<file path="src/rtl/syn_pkg.sv">
// Shared types and arithmetic helpers for the spike-to-current synapse driver.
// Latency: none (types, parameters and pure combinational functions only).
// Backpressure: none; nothing in here holds state.
//
// Contents:
//   syn_state_t     - IDLE (current is zero, prescaler parked) / ACTIVE (decaying)
//   SYN_WIDTH       - default current register width
//   SYN_WEIGHT_W    - default weight width
//   SYN_MAX_W       - width the helpers operate at; callers zero-extend into it
//   syn_sat_add     - unsigned add that clamps at 2^width-1 instead of wrapping
//   syn_decay_step  - current >> shift, raised to 1 so a nonzero current always drains
package syn_pkg;

  typedef enum logic {
    IDLE   = 1'b0,
    ACTIVE = 1'b1
  } syn_state_t;

  localparam int SYN_WIDTH    = 16;
  localparam int SYN_WEIGHT_W = 8;
  localparam int SYN_MAX_W    = 32;

  // Both operands must already be below 2^width. The sum is formed one bit
  // wider than the operands so a carry out can never wrap.
  function automatic logic [SYN_MAX_W-1:0] syn_sat_add(
    input logic [SYN_MAX_W-1:0] a,
    input logic [SYN_MAX_W-1:0] b,
    input int                   width
  );
    logic [SYN_MAX_W:0]   sum;
    logic [SYN_MAX_W-1:0] lim;
    sum = {1'b0, a} + {1'b0, b};
    if (width >= SYN_MAX_W) begin
      lim = '1;
    end else begin
      lim = (SYN_MAX_W'(1) << width) - SYN_MAX_W'(1);
    end
    if (sum > {1'b0, lim}) begin
      return lim;
    end
    return sum[SYN_MAX_W-1:0];
  endfunction

  // Without the minimum step, small currents would stall at a value below
  // 2^shift and never return to zero.
  function automatic logic [SYN_MAX_W-1:0] syn_decay_step(
    input logic [SYN_MAX_W-1:0] cur,
    input int                   shift
  );
    logic [SYN_MAX_W-1:0] d;
    d = cur >> shift;
    if (d == '0 && cur != '0) begin
      d = SYN_MAX_W'(1);
    end
    return d;
  endfunction

endpackage

</file>
<file path="src/rtl/syn_decay_prescaler.sv">
// Decay prescaler: free-running 0..PERIOD-1 counter that flags the decay tick.
// Latency: tick is combinational from the registered count (same cycle).
// Backpressure: hold freezes the count; clear parks it at zero.
//
// Ports:
//   clock, reset - system clock, synchronous active-high reset
//   hold         - keep the count unchanged (block disabled)
//   clear        - force the count to 0 (nothing to decay); wins over hold
//   tick         - high in the cycle the count sits at PERIOD-1 and is advancing
module syn_decay_prescaler
  import syn_pkg::*;
#(
  parameter int PERIOD = 4
) (
  input  logic clock,
  input  logic reset,
  input  logic hold,
  input  logic clear,
  output logic tick
);

  localparam int CNT_W = (PERIOD > 1) ? $clog2(PERIOD) : 1;

  logic [CNT_W-1:0] count_q;
  logic             at_last;

  assign at_last = (count_q == CNT_W'(PERIOD - 1));

  // Gating with clear matters when PERIOD == 1: the parked count would
  // otherwise already look like the last step.
  assign tick = at_last & ~hold & ~clear;

  always_ff @(posedge clock) begin
    if (reset) begin
      count_q <= '0;
    end else if (clear) begin
      count_q <= '0;
    end else if (!hold) begin
      if (at_last) begin
        count_q <= '0;
      end else begin
        count_q <= count_q + CNT_W'(1);
      end
    end
  end

endmodule

</file>
<file path="src/rtl/spike_synapse_driver.sv">
// Spike-to-current synapse: rising spike edges add a weight to a current register
// that decays by shift-and-subtract. Latency: current_out shows an add 1 cycle
// after spike_in is first sampled high. Backpressure: none; enable=0 freezes the block.
//
// Ports:
//   clock, reset - system clock, synchronous active-high reset (wins over everything)
//   enable       - low freezes accepts, decay and prescaler; spike_in is still tracked
//   spike_in     - level spike from the upstream neuron, rising edge is the event
//   weight       - synaptic weight, zero-extended, sampled on the accepting edge
//   current_out  - registered synaptic current, saturates at 2^WIDTH-1
//   active       - registered (current_out != 0)
//   dropped      - one-cycle pulse for an edge rejected inside the refractory window
//   spike_count  - accepted-spike counter, wraps at 2^16
//
// Build option: define SYN_SPIKE_COUNT_EN to build the spike counter; when it is
// left undefined spike_count is tied to 0 and nothing else changes.
module spike_synapse_driver
  import syn_pkg::*;
#(
  parameter int WIDTH        = SYN_WIDTH,
  parameter int WEIGHT_W     = SYN_WEIGHT_W,
  parameter int DECAY_SHIFT  = 3,
  parameter int DECAY_PERIOD = 4,
  parameter int REFRACT      = 2
) (
  input  logic                clock,
  input  logic                reset,
  input  logic                enable,
  input  logic                spike_in,
  input  logic [WEIGHT_W-1:0] weight,
  output logic [WIDTH-1:0]    current_out,
  output logic                active,
  output logic                dropped,
  output logic [15:0]         spike_count
);

  localparam int REFR_W = (REFRACT > 0) ? $clog2(REFRACT + 1) : 1;

  syn_state_t          state_q;
  syn_state_t          state_d;
  logic                spike_prev;
  logic                spike_edge;
  logic                accept;
  logic                reject;
  logic                tick;
  logic [REFR_W-1:0]   refr_cnt;
  logic [WIDTH-1:0]    current_q;
  logic [WIDTH-1:0]    current_d;
  logic                active_q;
  logic                dropped_q;
  logic [SYN_MAX_W-1:0] cur_ext;
  logic [SYN_MAX_W-1:0] weight_ext;
  logic [SYN_MAX_W-1:0] decayed_ext;
  logic [SYN_MAX_W-1:0] next_ext;

  // spike_prev clears on reset, so a spike held high through reset release
  // is seen as a fresh edge on the first cycle out of reset.
  assign spike_edge = spike_in & ~spike_prev;
  assign accept     = spike_edge & enable & (refr_cnt == '0);
  assign reject     = spike_edge & enable & (refr_cnt != '0);

  // The prescaler only runs while there is current to decay; in IDLE it is
  // parked at zero so the first tick after an accept is a full period away.
  syn_decay_prescaler #(
    .PERIOD (DECAY_PERIOD)
  ) u_prescaler (
    .clock (clock),
    .reset (reset),
    .hold  (~enable),
    .clear (enable & (state_q == IDLE)),
    .tick  (tick)
  );

  assign cur_ext    = SYN_MAX_W'(current_q);
  assign weight_ext = SYN_MAX_W'(weight);

  // Decay is applied before the add when a tick and an accept coincide.
  always_comb begin
    decayed_ext = cur_ext;
    if (tick) begin
      decayed_ext = cur_ext - syn_decay_step(cur_ext, DECAY_SHIFT);
    end
    next_ext = decayed_ext;
    if (accept) begin
      next_ext = syn_sat_add(decayed_ext, weight_ext, WIDTH);
    end
    current_d = next_ext[WIDTH-1:0];
  end

  if (WIDTH < SYN_MAX_W) begin : g_hi_bits
    // Upper bits of the helper result are always zero for this WIDTH.
    logic unused_hi;
    assign unused_hi = ^next_ext[SYN_MAX_W-1:WIDTH];
  end

  // The enable term keeps a zero-current ACTIVE state (weight 0 accept)
  // from falling back to IDLE while the block is frozen.
  always_comb begin
    state_d = state_q;
    case (state_q)
      IDLE: begin
        if (accept) begin
          state_d = ACTIVE;
        end
      end
      ACTIVE: begin
        if (enable && !accept && current_d == '0) begin
          state_d = IDLE;
        end
      end
      default: state_d = IDLE;
    endcase
  end

  always_ff @(posedge clock) begin
    if (reset) begin
      state_q <= IDLE;
    end else begin
      state_q <= state_d;
    end
  end

  always_ff @(posedge clock) begin
    if (reset) begin
      spike_prev <= 1'b0;
      current_q  <= '0;
      active_q   <= 1'b0;
      dropped_q  <= 1'b0;
      refr_cnt   <= '0;
    end else begin
      spike_prev <= spike_in;
      current_q  <= current_d;
      active_q   <= (current_d != '0);
      dropped_q  <= reject;
      // A rejected edge does not restart the window.
      if (enable) begin
        if (accept) begin
          refr_cnt <= REFR_W'(REFRACT);
        end else if (refr_cnt != '0) begin
          refr_cnt <= refr_cnt - REFR_W'(1);
        end
      end
    end
  end

  assign current_out = current_q;
  assign active      = active_q;
  assign dropped     = dropped_q;

`ifdef SYN_SPIKE_COUNT_EN
  logic [15:0] count_q;

  always_ff @(posedge clock) begin
    if (reset) begin
      count_q <= '0;
    end else if (accept) begin
      count_q <= count_q + 16'd1;
    end
  end

  assign spike_count = count_q;
`else
  assign spike_count = '0;
`endif

endmodule

</file>
<file path="config.mk">
export PLATFORM = sky130hd
export DESIGN_NAME = spike_synapse_driver
export DESIGN_NICKNAME = d
export VERILOG_FILES = /design/src/rtl/syn_pkg.sv /design/src/rtl/syn_decay_prescaler.sv /design/src/rtl/spike_synapse_driver.sv
export SDC_FILE = /design/constraint.sdc
export NUM_CORES = 1
export LEC_CHECK = 0
export ABC_AREA = 1
export CAP_MARGIN = 30
export CORE_MARGIN = 3
export CORE_UTILIZATION = 57
export CTS_BUF_LIST = sky130_fd_sc_hd__clkbuf_4
export DETAILED_ROUTE_END_ITERATION = 6
export PLACE_DENSITY = 0.84
export SYNTH_ARGS = -nofsm -noshare
export SYNTH_HDL_FRONTEND = slang
export SYNTH_SLANG_ARGS = --single-unit
export TNS_END_PERCENT = 30
</file>
<file path="constraint.sdc">
create_clock -name clock -period 4.7 [get_ports clock]
set_clock_uncertainty 0.2 [all_clocks]
set_input_delay 0.705 -clock clock [delete_from_list [all_inputs] [get_ports clock]]
set_output_delay 0.705 -clock clock [all_outputs]
set_load 0.1 [all_outputs]
</file>
==> flow_summary.ini <==
[worst_setup_path]
r2r_slack_ps = 190
crit_type = reg -> reg
cp.arrival_ps = 4510
max_stage_delay_ps = 380
crit_slowest_cell = dfxtp_4
end_kind = flip-flop
cp_max_fo = 6
worst_r2r_startpoint = current_out[1]
reg2reg_to = state_q
cp_common_cell = nand2_1
rr_worst_depth = 29
cp.required_ps = 4700
cp-start-kind = flip-flop

[logic_synthesis]
synth_edf_count = 0
synth-main-ff-cell = dfxtp_1
synth_common_cells = 140 x nand2_1, 80 x inv_1, 37 x nor2_1
ys_seq_elements = 24
ys_types = 42
synth_area_leader_cell = nand2_1
yosysWarnings = 0
synth_area_mm2 = 0.00299
ys_seq_area_frac = 0.160
synth_top_area_share = 0.176
synth_cells = 493
syn_area_per_cell_um2 = 6.07
async_flop_share = 0
synth.most_common_cell = nand2_1
synthTopCellsByArea = nand2_1 18%, dfxtp_1 16%, ha_1 10%

[sta]
period_minus_slack_ps = 4510
period_share = 0.959
final_hold_viol_count = 0
timing.fmax_mhz = 222
fin_ws_ps = 195
holdWs_ps = 283
worst_pin_slew_ps = 985
slew_viol_final = 0
slew_headroom = 0.341
finalSetupViolations = 0

[floorplan]
die_h_um = 78.5
rows = 25
core-area_mm2 = 0.00491
floorplan.die_area_mm2 = 0.00616
pin_count = 46
chipWidth_um = 78.5
start_util = 0.610

[grt]
grt_pass1_vias = 2988
antenna_found_initial = 0
grt_pass1_wl_um = 13500
gr-total-overflow = 0
grt_max_degree = 21
grtUsageTotal = 0.271

[clock_tree]
clock-sinks = 24
clockBufferDepth = 2
tritoncts.num_buffers = 3
cts_hold_buffers = 0
htreeDepth = 1
insertion_delay_ps = 330
clkTransAtPathRegs_ps = 140
cts_tree = yes
ctsRootBufferMaster = clkbuf_4

[routing]
routedWlPerCell_um = 14.1
via_count = 3303
drtIter0Drc = 324
drc_errors = 0
vias_per_cell = 5.46
wirelength_um = 8510
drt_pass1_iterations = 5
antenna_left = 0

[run_status]
run_status = complete, no violations

[cells_and_area]
fillers = 442
n_antenna_cell = 0
fin_nets = 577
fin_area_mm2 = 0.00362
multi_input_area_mm2 = 0.00222
drive_above_1_share = 0.195
syn_to_final_growth_pct = 21.0
fin_util = 0.738
seqCellArea_um2 = 497

[power]
powerDensity_mw_per_mm2 = 271
leakage_nw = 1.88
internal_power_w = 0.000499
p_clk_frac = 0.155
swShare = 0.491
p_comb_frac = 0.607
irDropWorstVdd_mv = 0.157
power.switching_w = 0.000481
seq_power_share = 0.237

[worst_hold_path]
hold_path_class = reg -> reg
hold_path_depth = 1
min_to = refr_cnt[0]
min-delay-start = refr_cnt[0]

[placement]
gp_congestion = 0.964
post-place-ws_ps = 29.0
dp_hpwl_um = 6580
io_buffers = 29
dpl_cell_area_mm2 = 0.00340

[job]
max_cap_viol_count = 0
worst max-delay path, delay by kind of cell (launching register included):
kind	cells	cell delay, ps
flip-flops	1	380
AO/OA/AOI/OAI	5	790
buffers and inverters	3	360
adder cells (fa/ha/maj)	3	830
AND/OR/NAND/NOR	18	1820
repair_timing:
action,4_1_cts,5_1_grt
resized for setup,1,30
pin swaps,0,13
endpoints found under the setup margin,1,13
setup buffers,0,5
power by group through the flow:
stage | Sequential (W) | Clock (W) | Combinational, W
after global routing | 0.000234 | 0.000164 | 0.000650
after detailed placement | 0.000235 | 0 | 0.000549
final | 0.000232 | 0.000152 | 0.000595
after CTS | 0.000231 | 0.000155 | 0.000553
after global placement | 0.000235 | 0 | 0.000537
after floorplan | 0.000299 | 0 | 0.000378
metal layers:
layer | GRT usage | vias to the layer above | wire length [µm]
met4 | 0.114 | 0 | 282
li1 | - | 1615 | -
met2 | 0.474 | 156 | 4110
met1 | 0.343 | 1503 | 3660
met5 | 0 | - | 0
met3 | 0.0172 | 29 | 459
how the worst max path moves through the flow:
stage	startpoint	endpoint	slack (ps)
after global routing	current_out[4]	state_q	-90
after global placement	current_out[1]	state_q	120
after floorplan	current_out[14]	state_q	5
after detailed placement	current_out[1]	state_q	30
after CTS	current_out[10]	state_q	30
final	current_out[1]	state_q	190
kinds of logic after synthesis:
family                     count (synthesis)  synth area share
buffers and inverters                    111             0.161
xor gates and xnor gates                  10            0.0293
DFF                                       24             0.160
other                                      1           0.00125
AOI/OAI and AO/OA                         44            0.0832
and+or+nand+nor                          277             0.451
adders and majority gates                 26             0.114
layout by cell type (no fill, tap or decap), types with 2 or more instances in the layout:
master / count
xnor2_1: 4
nor3_1: 4
nand2_2: 13
o21ai_2: 3
nor3_2: 2
fa_1: 2
nor2_4: 2
dfxtp_4: 2
ha_2: 2
xor2_1: 6
nor2_2: 7
nand4_1: 15
buf_4: 20
conb_1: 16
or2_2: 5
nand3_1: 30
inv_2: 8
clkbuf_4: 3
ha_4: 4
ha_1: 18
clkdlybuf4s50_1: 29
inv_1: 79
nand2_1: 137
o21ai_0: 9
nor3b_1: 2
nand3b_1: 3
a21oi_2: 2
nand3_2: 11
dfxtp_1: 15
dfxtp_2: 7
nand2_4: 4
nor2_1: 35
a21oi_1: 22
registers in the layout (all words and copies together) (netlist names):
register	flops
active	1
current_out	16
dropped	1
refr_cnt	2
spike_prev	1
state_q	1
u_prescaler.count_q	2
layout make-up:
class	count	share of cell area
clock buffer	3	0.00622
sequential	24	0.137
timing repair buffer	49	0.122
tap	67	0.0231
inverter	88	0.0912
multi-input combinational	373	0.612
clock inverter	1	0.00829
per-stage QoR:
stage                     total power (W)  TNS (ps)  instances
final                            0.000980         0        605
after global routing              0.00105      -116        605
after CTS                        0.000939         0        600
after detailed placement         0.000784         0        596
after global placement           0.000772         0        596
after floorplan                  0.000677         0        508
Note: power is estimated with default switching activity, not from simulation.
